<file path="src/rtl/hash_req_arbiter_pkg.sv">
// hash_req_arbiter_pkg: shared types for the hash core arbiter.
//   packet_input  - one 64-bit message word as seen by the hash core
//   packet_output - default-width (512-bit) digest word
//   arb_state_t   - arbiter FSM states
package hash_req_arbiter_pkg;
    localparam int WORD_W   = 64;
    localparam int DIGEST_W = 512;
    typedef logic [WORD_W-1:0]   packet_input;
    typedef logic [DIGEST_W-1:0] packet_output;
    typedef enum logic [2:0] {IDLE, RST, RST_GAP, STREAM, WAIT_OUT, RESULT} arb_state_t;
endpackage

</file>
<file path="src/rtl/hash_req_arbiter_rr_pick.sv">
// hash_req_arbiter_rr_pick: combinational round-robin finder.
//   i_req   [N-1:0]    request vector
//   i_last  [ID_W-1:0] index granted last time; search starts just after it
//   o_grant [ID_W-1:0] first requesting index found, wrapping around
//   o_any              at least one request is set
module hash_req_arbiter_rr_pick
    import hash_req_arbiter_pkg::*;
#(
    parameter int N    = 4,
    parameter int ID_W = 2
) (
    input  logic [N-1:0]    i_req,
    input  logic [ID_W-1:0] i_last,
    output logic [ID_W-1:0] o_grant,
    output logic            o_any
);
    // Walk from the farthest candidate to the nearest so the nearest hit wins.
    always_comb begin
        o_grant = '0;
        for (int k = N; k >= 1; k--)
            if (i_req[(int'(i_last) + k) % N]) o_grant = ID_W'((int'(i_last) + k) % N);
    end
    assign o_any = |i_req;
endmodule

</file>
<file path="src/rtl/hash_req_arbiter.sv">
// hash_req_arbiter: shares one hash core between N_REQ requesters, one message at a time.
// Each grant pulses core_reset, streams the winner's words with backpressure, waits for
// the digest (rising edge of core_out_ready) and returns it tagged with the requester ID.
// Ports:
//   clk, reset                 clock, synchronous active-high reset
//   req_valid/data/last/byte_num, req_ready   per-requester word streams
//   core_reset, core_in, core_in_ready, core_is_last, core_byte_num   to the hash core
//   core_buffer_full, core_out, core_out_ready                          from the hash core
//   res_valid, res_id, res_digest, res_err, res_ready                   result handshake
// Optional feature: define HASH_ARB_WATCHDOG_EN to bound the digest wait to TIMEOUT_CYC
// cycles; on expiry the result is returned with res_err=1 and a zero digest.
module hash_req_arbiter
    import hash_req_arbiter_pkg::*;
#(
    parameter int N_REQ       = 4,
    parameter int ID_W        = $clog2(N_REQ),
    parameter int OUT_W       = 512,
    parameter int TIMEOUT_CYC = 4096
) (
    input  logic                    clk,
    input  logic                    reset,
    input  logic [N_REQ-1:0]        req_valid,
    input  logic [N_REQ*WORD_W-1:0] req_data,
    input  logic [N_REQ-1:0]        req_last,
    input  logic [N_REQ*3-1:0]      req_byte_num,
    output logic [N_REQ-1:0]        req_ready,
    output logic                    core_reset,
    output packet_input             core_in,
    output logic                    core_in_ready,
    output logic                    core_is_last,
    output logic [2:0]              core_byte_num,
    input  logic                    core_buffer_full,
    input  logic [OUT_W-1:0]        core_out,
    input  logic                    core_out_ready,
    output logic                    res_valid,
    output logic [ID_W-1:0]         res_id,
    output logic [OUT_W-1:0]        res_digest,
    output logic                    res_err,
    input  logic                    res_ready
);
    arb_state_t       r_state, w_next;
    logic [ID_W-1:0]  r_gnt, r_rr, w_pick, r_res_id;
    logic [OUT_W-1:0] r_res_digest;
    logic             r_out_rdy_d, w_any, w_rise, w_xfer, w_timeout, w_done;

    hash_req_arbiter_rr_pick #(.N(N_REQ), .ID_W(ID_W)) u_pick (
        .i_req   (req_valid),
        .i_last  (r_rr),
        .o_grant (w_pick),
        .o_any   (w_any)
    );

    // The delayed copy runs in every state, so a level already high when WAIT_OUT
    // is entered shows no edge and must drop and rise again to be accepted.
    assign w_rise = core_out_ready && !r_out_rdy_d;
    assign w_xfer = (r_state == STREAM) && req_valid[r_gnt] && !core_buffer_full;
    assign w_done = (r_state == WAIT_OUT) && (w_rise || w_timeout);

`ifdef HASH_ARB_WATCHDOG_EN
    localparam int CNT_W = $clog2(TIMEOUT_CYC) + 1;
    logic [CNT_W-1:0] r_wd_cnt;
    logic             r_res_err;
    // Held at zero outside WAIT_OUT, so it restarts from zero on every entry.
    always_ff @(posedge clk) begin
        if (reset || r_state != WAIT_OUT) r_wd_cnt <= '0;
        else r_wd_cnt <= r_wd_cnt + CNT_W'(1);
    end
    always_ff @(posedge clk) begin
        if (reset) r_res_err <= 1'b0;
        else if (w_done) r_res_err <= !w_rise;
    end
    assign w_timeout = (r_state == WAIT_OUT) && !w_rise && (r_wd_cnt == CNT_W'(TIMEOUT_CYC - 1));
    assign res_err   = r_res_err;
`else
    assign w_timeout = 1'b0;
    assign res_err   = 1'b0;
`endif

    always_ff @(posedge clk) begin
        if (reset) r_state <= IDLE;
        else r_state <= w_next;
    end

    always_comb begin
        w_next = r_state;
        case (r_state)
            IDLE:     w_next = w_any ? RST : IDLE;
            RST:      w_next = RST_GAP;
            RST_GAP:  w_next = STREAM;
            STREAM:   w_next = (w_xfer && req_last[r_gnt]) ? WAIT_OUT : STREAM;
            WAIT_OUT: w_next = w_done ? RESULT : WAIT_OUT;
            RESULT:   w_next = res_ready ? IDLE : RESULT;
            default:  w_next = IDLE;
        endcase
    end

    always_ff @(posedge clk) begin
        if (reset) begin
            r_gnt        <= '0;
            r_rr         <= ID_W'(N_REQ - 1);
            r_out_rdy_d  <= 1'b0;
            r_res_id     <= '0;
            r_res_digest <= '0;
        end else begin
            r_out_rdy_d <= core_out_ready;
            if (r_state == IDLE && w_any) begin
                r_gnt <= w_pick;
                r_rr  <= w_pick;
            end
            if (w_done) begin
                r_res_id     <= r_gnt;
                r_res_digest <= w_rise ? core_out : '0;
            end
        end
    end

    // Outputs are gated by reset so an abort takes effect in the same cycle.
    always_comb begin
        core_reset    = reset || (r_state == RST);
        core_in       = '0;
        core_is_last  = 1'b0;
        core_byte_num = '0;
        core_in_ready = 1'b0;
        req_ready     = '0;
        if (r_state == STREAM && !reset) begin
            core_in          = req_data[int'(r_gnt)*WORD_W +: WORD_W];
            core_is_last     = req_last[r_gnt];
            core_byte_num    = req_byte_num[int'(r_gnt)*3 +: 3];
            core_in_ready    = req_valid[r_gnt] && !core_buffer_full;
            req_ready[r_gnt] = !core_buffer_full;
        end
        res_valid = (r_state == RESULT) && !reset;
    end

    assign res_id     = r_res_id;
    assign res_digest = r_res_digest;
endmodule

</file>
<file path="config.mk">
export PLATFORM = sky130hd
export DESIGN_NAME = hash_req_arbiter
export DESIGN_NICKNAME = d
export VERILOG_FILES = /design/src/rtl/hash_req_arbiter_pkg.sv /design/src/rtl/hash_req_arbiter_rr_pick.sv /design/src/rtl/hash_req_arbiter.sv
export SDC_FILE = /design/constraint.sdc
export NUM_CORES = 1
export LEC_CHECK = 0
export CAP_MARGIN = 20
export CORE_AREA = 8 8 531 533
export CTS_CLUSTER_DIAMETER = 120
export DETAILED_ROUTE_END_ITERATION = 7
export DIE_AREA = 0 0 539 541
export PLACE_DENSITY = 0.3
export SYNTH_ARGS = -nofsm -noshare
export SYNTH_HDL_FRONTEND = slang
export SYNTH_SLANG_ARGS = --single-unit
</file>
<file path="constraint.sdc">
create_clock -name clk -period 4.4 [get_ports clk]
set_input_delay 0.66 -clock clk [delete_from_list [all_inputs] [get_ports clk]]
set_output_delay 0.66 -clock clk [all_outputs]
set_load 0.1 [all_outputs]
</file>
==> out/results.tsv, run 1 <==
stage	metric	value	unit
timing	slew_headroom	0.152	
synthesis	syn_area	20300	sq um
setup_path	worst-path-max-fanout	39	
global_route	grt_antenna_before_repair	126	
cts	clk_pin_slew_worst_paths	0.06	ns
setup_path	crit_chain	buf_4 -> mux4_2 -> nor2b_1 -> buf_4	
setup_path	rr_startpoint	r_state[1]$_SDFF_PP0_	
setup_path	crit_arrival	3.00	ns
timing	worst_pin_slew	1.27	ns
power_and_ir_drop	p_per_area	329	nW/um^2
setup_path	r2r-end	res_digest[400]$_SDFFE_PP0P_	
setup_path	worstSetupPathType	reg2out	
power_and_ir_drop	ir_drop	0.000226	V
drt	wl_per_cell	26.5	um
floorplanning	die_area	292000	sq um
cts	cts_root_buffer	clkbuf_16	
synthesis	synthTopCellsByArea	dfxtp_1 51%, nand2_1 19%, a21oi_1 13%	
synthesis	ys_ff_latch	522	
cts	cts_tree	yes	
run	cap_violations	0	
finish	final_cell_area	40400	sq um
cts	hold_buffers	0	
setup_path	end_kind	output port	
global_route	grt_max_degree	164	
finish	final_cell_mix	1138 x clkdlybuf4s50_1, 1033 x nand2_1, 520 x a21oi_1, 520 x dfxtp_1, 271 x buf_4	
synthesis	synth_fp_nets	3250	
floorplanning	die_w	539	um
drt	antenna_left	0	
finish	areaGrowthSynthToFinish	99.0	%
setup_path	startpoint_type	flip-flop	
cts	cts_buffer_depth	3	
synthesis	yosysTopAreaCellShare	0.515	
drt	viasPerCell	3.15	
setup_path	max_stage_delay	0.86	ns
drt	firstDrtPassIters	5	
finish	nFillCells	31000	
cts	htree_levels	3	
drt	drt_first_iter_violations	1171	
cts	ctsResizeCount	0	
synthesis	ys_seq_area_frac	0.515	
power_and_ir_drop	p_leak	13.0	nW
global_route	grt_first_pass_wirelength	251000	um
place	io_buffers	1381	
timing	final_hold_viol_count	0	
timing	whs	0.200	ns
drt	drc_errors	0	
synthesis	ys.warnings.count	0	
drt	drt-total-wl	197000	um
setup_path	critPathLaunch	r_gnt[0]$_SDFFE_PP0P_	
finish	drive_gt1_frac	0.128	
setup_path	cp_slowest_cell	dfxtp_4	
timing	period_share	0.833	
setup_path	ff2ff_path_depth	5	
hold_path	holdCritPathClass	in2reg	
timing	setup_viol	0	
floorplanning	placeableCoreArea	273000	sq um
cts	cts.sinks	522	
floorplanning	fp-row-count	192	
synthesis	synthDistinctLibCells	34	
finish	final_common_cell	clkdlybuf4s50_1	
floorplanning	start_util	0.0744	
timing	drv_slew	0	
floorplanning	top_level_ports	1383	
place	dpl.hpwl	166000	um
setup_path	crit_path_end	core_in[3]	
setup_path	r2r_slack	1.97	ns
cts	worstSkewPairLatency	0.69	ns
global_route	grt_pass1_vias	24000	
place	place_congestion	0.901	
cts	numCtsBuffers	81	
setup_path	required	3.74	ns
timing	period_needed	3.66	ns
global_route	track_usage	0.128	
timing	max_freq	273	MHz
synthesis	synthCells	2457	
synthesis	yosys.area.top_type	dfxtp_1	
setup_path	cp_common_cell	buf_4	
global_route	globalRouteOverflowTotal	0	
synthesis	postSynthAreaPerCell	8.26	sq um
timing	fin_skew	0.0452	ns
finish	final_nets	4563	
place	placed_cell_area	37500	sq um
hold_path	worstHoldPathCells	2	
timing	rsz0062_at_grt	no	
floorplanning	die_y	541	um
drt	vias	23400	
status	status	completed	
cts	cts_setup_buffers	0	
-- sequential cells by signal, indices dropped and copies added, names as in the netlist --
| name | cells |
|---|---|
| res_id | 2 |
| r_gnt | 2 |
| res_digest | 512 |
| r_state | 3 |
| r_out_rdy_d | 1 |
| r_rr | 2 |
-- final cells by class --
cell class,instances,area (sq um),share of cell area
Antenna cell,24,60.1,0.00149
Clock buffer,112,2280,0.0564
Clock inverter,31,487,0.0121
Inverter,4,15.0,0.000372
Multi-Input combinational cell,1732,8780,0.217
Sequential cell,522,10500,0.259
Tap cell,3589,4490,0.111
Timing Repair Buffer,1429,13800,0.342
-- synth_stat cells --
master,count
inv_1,4
or4_1,1
mux2i_1,1
a211o_1,1
nor3_2,1
o21bai_1,1
a21boi_0,1
nand3b_1,2
a211oi_1,2
nor2_1,3
mux4_2,69
clkbuf_1,72
nor2_4,1
a21oi_1,520
nor3_1,2
a2111oi_0,1
nor4_1,2
dfxtp_1,522
nor4b_1,2
conb_1,1
o221ai_1,3
nor4bb_1,1
nand2b_1,3
buf_6,4
o21ai_0,3
buf_4,58
a21o_1,1
nor3b_1,1
nor2b_1,71
and3_1,1
buf_2,65
o211ai_1,2
nand2_1,1033
nand3_1,2
-- metal layers --
layer,global-route usage,part of all wire,routed length [um]
met2,0.212,0.45,89400
met5,0,0.0018,349
met4,0.0271,0.027,5260
met1,0.140,0.38,75200
met3,0.0791,0.14,27000
-- worst max-delay path: cells and delay by family (launching register included) --
family                 cells  cell delay, ns
muxes                      1            0.57
DFF                        1            0.86
and+or+nand+nor            1            0.16
buffers and inverters      2            0.63
-- report_power, final --
group / switching (W) / internal, W
Sequential: 0.0000739 / 0.00475
Combinational: 0.000658 / 0.000914
Clock: 0.00274 / 0.00417
-- worst min path at each step --
stage	to	slack, ns	start
5_1_grt	res_digest[406]$_SDFFE_PP0P_	0.14	reset
6_report	res_digest[406]$_SDFFE_PP0P_	0.20	reset
2_1_floorplan	r_rr[0]$_SDFFE_PP1P_	0.53	r_rr[0]$_SDFFE_PP1P_
4_1_cts	res_digest[406]$_SDFFE_PP0P_	0.10	reset
3_3_place_gp	res_digest[36]$_SDFFE_PP0P_	0.44	res_digest[36]$_SDFFE_PP0P_
3_5_place_dp	res_digest[237]$_SDFFE_PP0P_	0.45	res_digest[237]$_SDFFE_PP0P_
-- through the flow --
| step | total power, W | TNS (ns) | utilization | cells | setup WS, ns |
|---|---|---|---|---|---|
| floorplan | 0.00551 | -1.82 | - | 2457 | -0.627 |
| global placement | 0.00652 | 0 | 0.137 | 7270 | 1.07 |
| detailed placement | 0.00652 | 0 | 0.138 | 7275 | 1.08 |
| CTS | 0.0137 | 0 | 0.148 | 7418 | 0.566 |
| global route | 0.0139 | 0 | 0.148 | 7427 | 0.530 |
| finish | 0.0133 | 0 | 0.148 | 7443 | 0.736 |
-- kinds of logic (layout without fill, tap and decap cells) --
logic type	count (synthesis)	count (layout)	synth area share
mux	70	70	0.0771
compound gates	535	535	0.134
other cells	1	25	0.000185
flops	522	522	0.515
buf+inv	203	1576	0.0538
simple gates	1126	1126	0.220
Power figures use the tool's default switching activity.
==> run 2, diff against run 1 <==
--- a/config.mk
+++ b/config.mk
@@ -6,10 +6,10 @@
 export NUM_CORES = 1
 export LEC_CHECK = 0
 export CAP_MARGIN = 20
-export CORE_AREA = 8 8 531 533
+export CORE_AREA = 8 8 537 539
 export CTS_CLUSTER_DIAMETER = 120
 export DETAILED_ROUTE_END_ITERATION = 7
-export DIE_AREA = 0 0 539 541
+export DIE_AREA = 0 0 545 547
 export PLACE_DENSITY = 0.3
 export SYNTH_ARGS = -nofsm -noshare
 export SYNTH_HDL_FRONTEND = slang
==> constraint.sdc (replaced) <==
create_clock -name clk -period 3.6 [get_ports clk]
set_input_delay 0.54 -clock clk [delete_from_list [all_inputs] [get_ports clk]]
set_output_delay 0.54 -clock clk [all_outputs]
set_load 0.1 [all_outputs]
==> run 2 against run 1 <==
Die area up 2.2%. Sequential share of layout area down 0.53 points. Non-clock buffer count is 5 higher. Core utilization down 0.093 points. Final cell count is 2.0% higher. Power up 20%. Setup slack lost 0.41 ns. Critical path type unchanged. Largest cell class unchanged.
==> out/results.tsv, run 2 (synthesized netlist as in run 1, its figures left out) <==
stage	metric	value	unit
status	status	completed	
cts	htree_levels	3	
drt	vias	23500	
timing	period_share	0.909	
setup_path	worst-path-max-fanout	16	
floorplanning	placeableCoreArea	280000	sq um
timing	rsz0062_at_grt	no	
timing	finalWorstSetupSlack	0.327	ns
place	placed_cell_area	38600	sq um
floorplanning	die_area	298000	sq um
floorplanning	start_util	0.0724	
drt	drt_first_iter_violations	1427	
drt	viasPerCell	3.10	
finish	areaGrowthSynthToFinish	103	%
power_and_ir_drop	p_total	0.0160	W
setup_path	startpoint_type	flip-flop	
cts	cts_tree	yes	
finish	final_common_cell	clkdlybuf4s50_1	
timing	period_needed	3.27	ns
cts	worstSkewPairLatency	0.78	ns
cts	numCtsBuffers	82	
timing	max_freq	306	MHz
floorplanning	fp-row-count	195	
drt	firstDrtPassIters	5	
setup_path	crit_arrival	2.73	ns
run	cap_violations	0	
finish	fin_cells	7592	
finish	drive_gt1_frac	0.145	
timing	slew_headroom	0.223	
place	io_buffers	1381	
place	dp.cells	7434	
floorplanning	die_y	547	um
cts	clk_pin_slew_worst_paths	0.06	ns
power_and_ir_drop	ir_drop	0.000276	V
drt	drc_errors	0	
setup_path	worstSetupPathType	reg2out	
drt	antenna_left	0	
setup_path	required	3.06	ns
cts	cts.sinks	522	
hold_path	holdCritPathClass	in2reg	
cts	cts_root_buffer	clkbuf_16	
finish	final_cell_mix	1072 x clkdlybuf4s50_1, 1033 x nand2_1, 520 x a21oi_1, 520 x dfxtp_1, 260 x buf_4	
global_route	grt_first_pass_wirelength	251000	um
finish	final_util	0.147	
floorplanning	top_level_ports	1383	
timing	final_hold_viol_count	0	
place	place_congestion	0.887	
global_route	grt_max_degree	143	
finish	largest_reg_flops	512	
global_route	grt_pass1_vias	23600	
timing	fin_skew	0.0669	ns
finish	final_nets	4569	
timing	drv_slew	0	
drt	wl_per_cell	26.2	um
power_and_ir_drop	p_per_area	387	nW/um^2
setup_path	end_kind	output port	
finish	final_cell_area	41200	sq um
floorplanning	die_w	545	um
global_route	track_usage	0.126	
drt	drt-total-wl	199000	um
cts	cts_buffer_depth	4	
cts	hold_buffers	0	
power_and_ir_drop	p_leak	13.4	nW
place	dp_slack	0.696	ns
timing	worst_pin_slew	1.16	ns
timing	setup_viol	0	
global_route	globalRouteOverflowTotal	0	
place	dpl.hpwl	167000	um
global_route	grt_antenna_before_repair	126	
==> run 2: cell count changes in the layout (fill, tap and decap cells not counted), moves of 6 or more <==
cell / before / now
bufinv_16: 9 / 3
buf_4: 271 / 260
clkbuf_8: 9 / 18
clkdlybuf4s50_1: 1138 / 1072
clkinv_2: 9 / 3
buf_12: 14 / 96
==> run 2: worst paths after layout <==
kind	startpoint	end	slack, ns	cells after the start
setup / recovery	r_gnt[0]$_SDFFE_PP0P_	core_in_ready	0.33	4
hold / removal	reset	res_digest[433]$_SDFFE_PP0P_	0.1	2
setup reg to reg	r_state[1]$_SDFF_PP0_	res_digest[271]$_SDFFE_PP0P_	1.62	6
hold reg to reg	res_digest[304]$_SDFFE_PP0P_	res_digest[304]$_SDFFE_PP0P_	0.45	2
==> run 2: per-stage QoR <==
| stage | hold slack [ns] | TNS [ns] |
|---|---|---|
| after floorplan | 0.527 | -4.35 |
| after global placement | 0.441 | 0 |
| after detailed placement | 0.445 | 0 |
| after CTS | 0.00539 | 0 |
| after global routing | 0.0431 | 0 |
| final | 0.0973 | 0 |
==> run 2: critical path, stage by stage, from the launching register on <==
cell,delay [ns]
dfxtp_4,0.65
buf_4,0.27
mux4_2,0.26
nor3b_1,0.54
buf_12,0.26
==> run 2: cell type report <==
class                           instances  area [sq um]
Clock buffer                          117          2360
Timing Repair Buffer                 1434         14600
Clock inverter                         17           219
Multi-Input combinational cell       1732          8780
Sequential cell                       522         10500
Inverter                                4          15.0
Fill cell                           31800        239000
Tap cell                             3743          4680
Antenna cell                           23          57.6
==> run 2: report_power, final <==
part	switching [W]	total [W]	internal [W]
logic	0.000916	0.00210	0.00119
registers	0.0000639	0.00587	0.00580
clock network	0.00322	0.00798	0.00476
total	0.00420	0.0160	0.0118
==> run 2: timing repair <==
item / in CTS / in global routing
endpoints found under the setup margin: 1 / 0
gates resized for setup: 0 / 0
buffers inserted: 1 / 0
==> run 2: layer usage <==
layer | global-route usage | vias up | wire length (um)
li1 | - | 10700 | -
met1 | 0.143 | 11100 | 76900
met2 | 0.208 | 1294 | 89400
met3 | 0.0687 | 321 | 26200
met4 | 0.0259 | 48 | 5770
met5 | 0 | - | 301
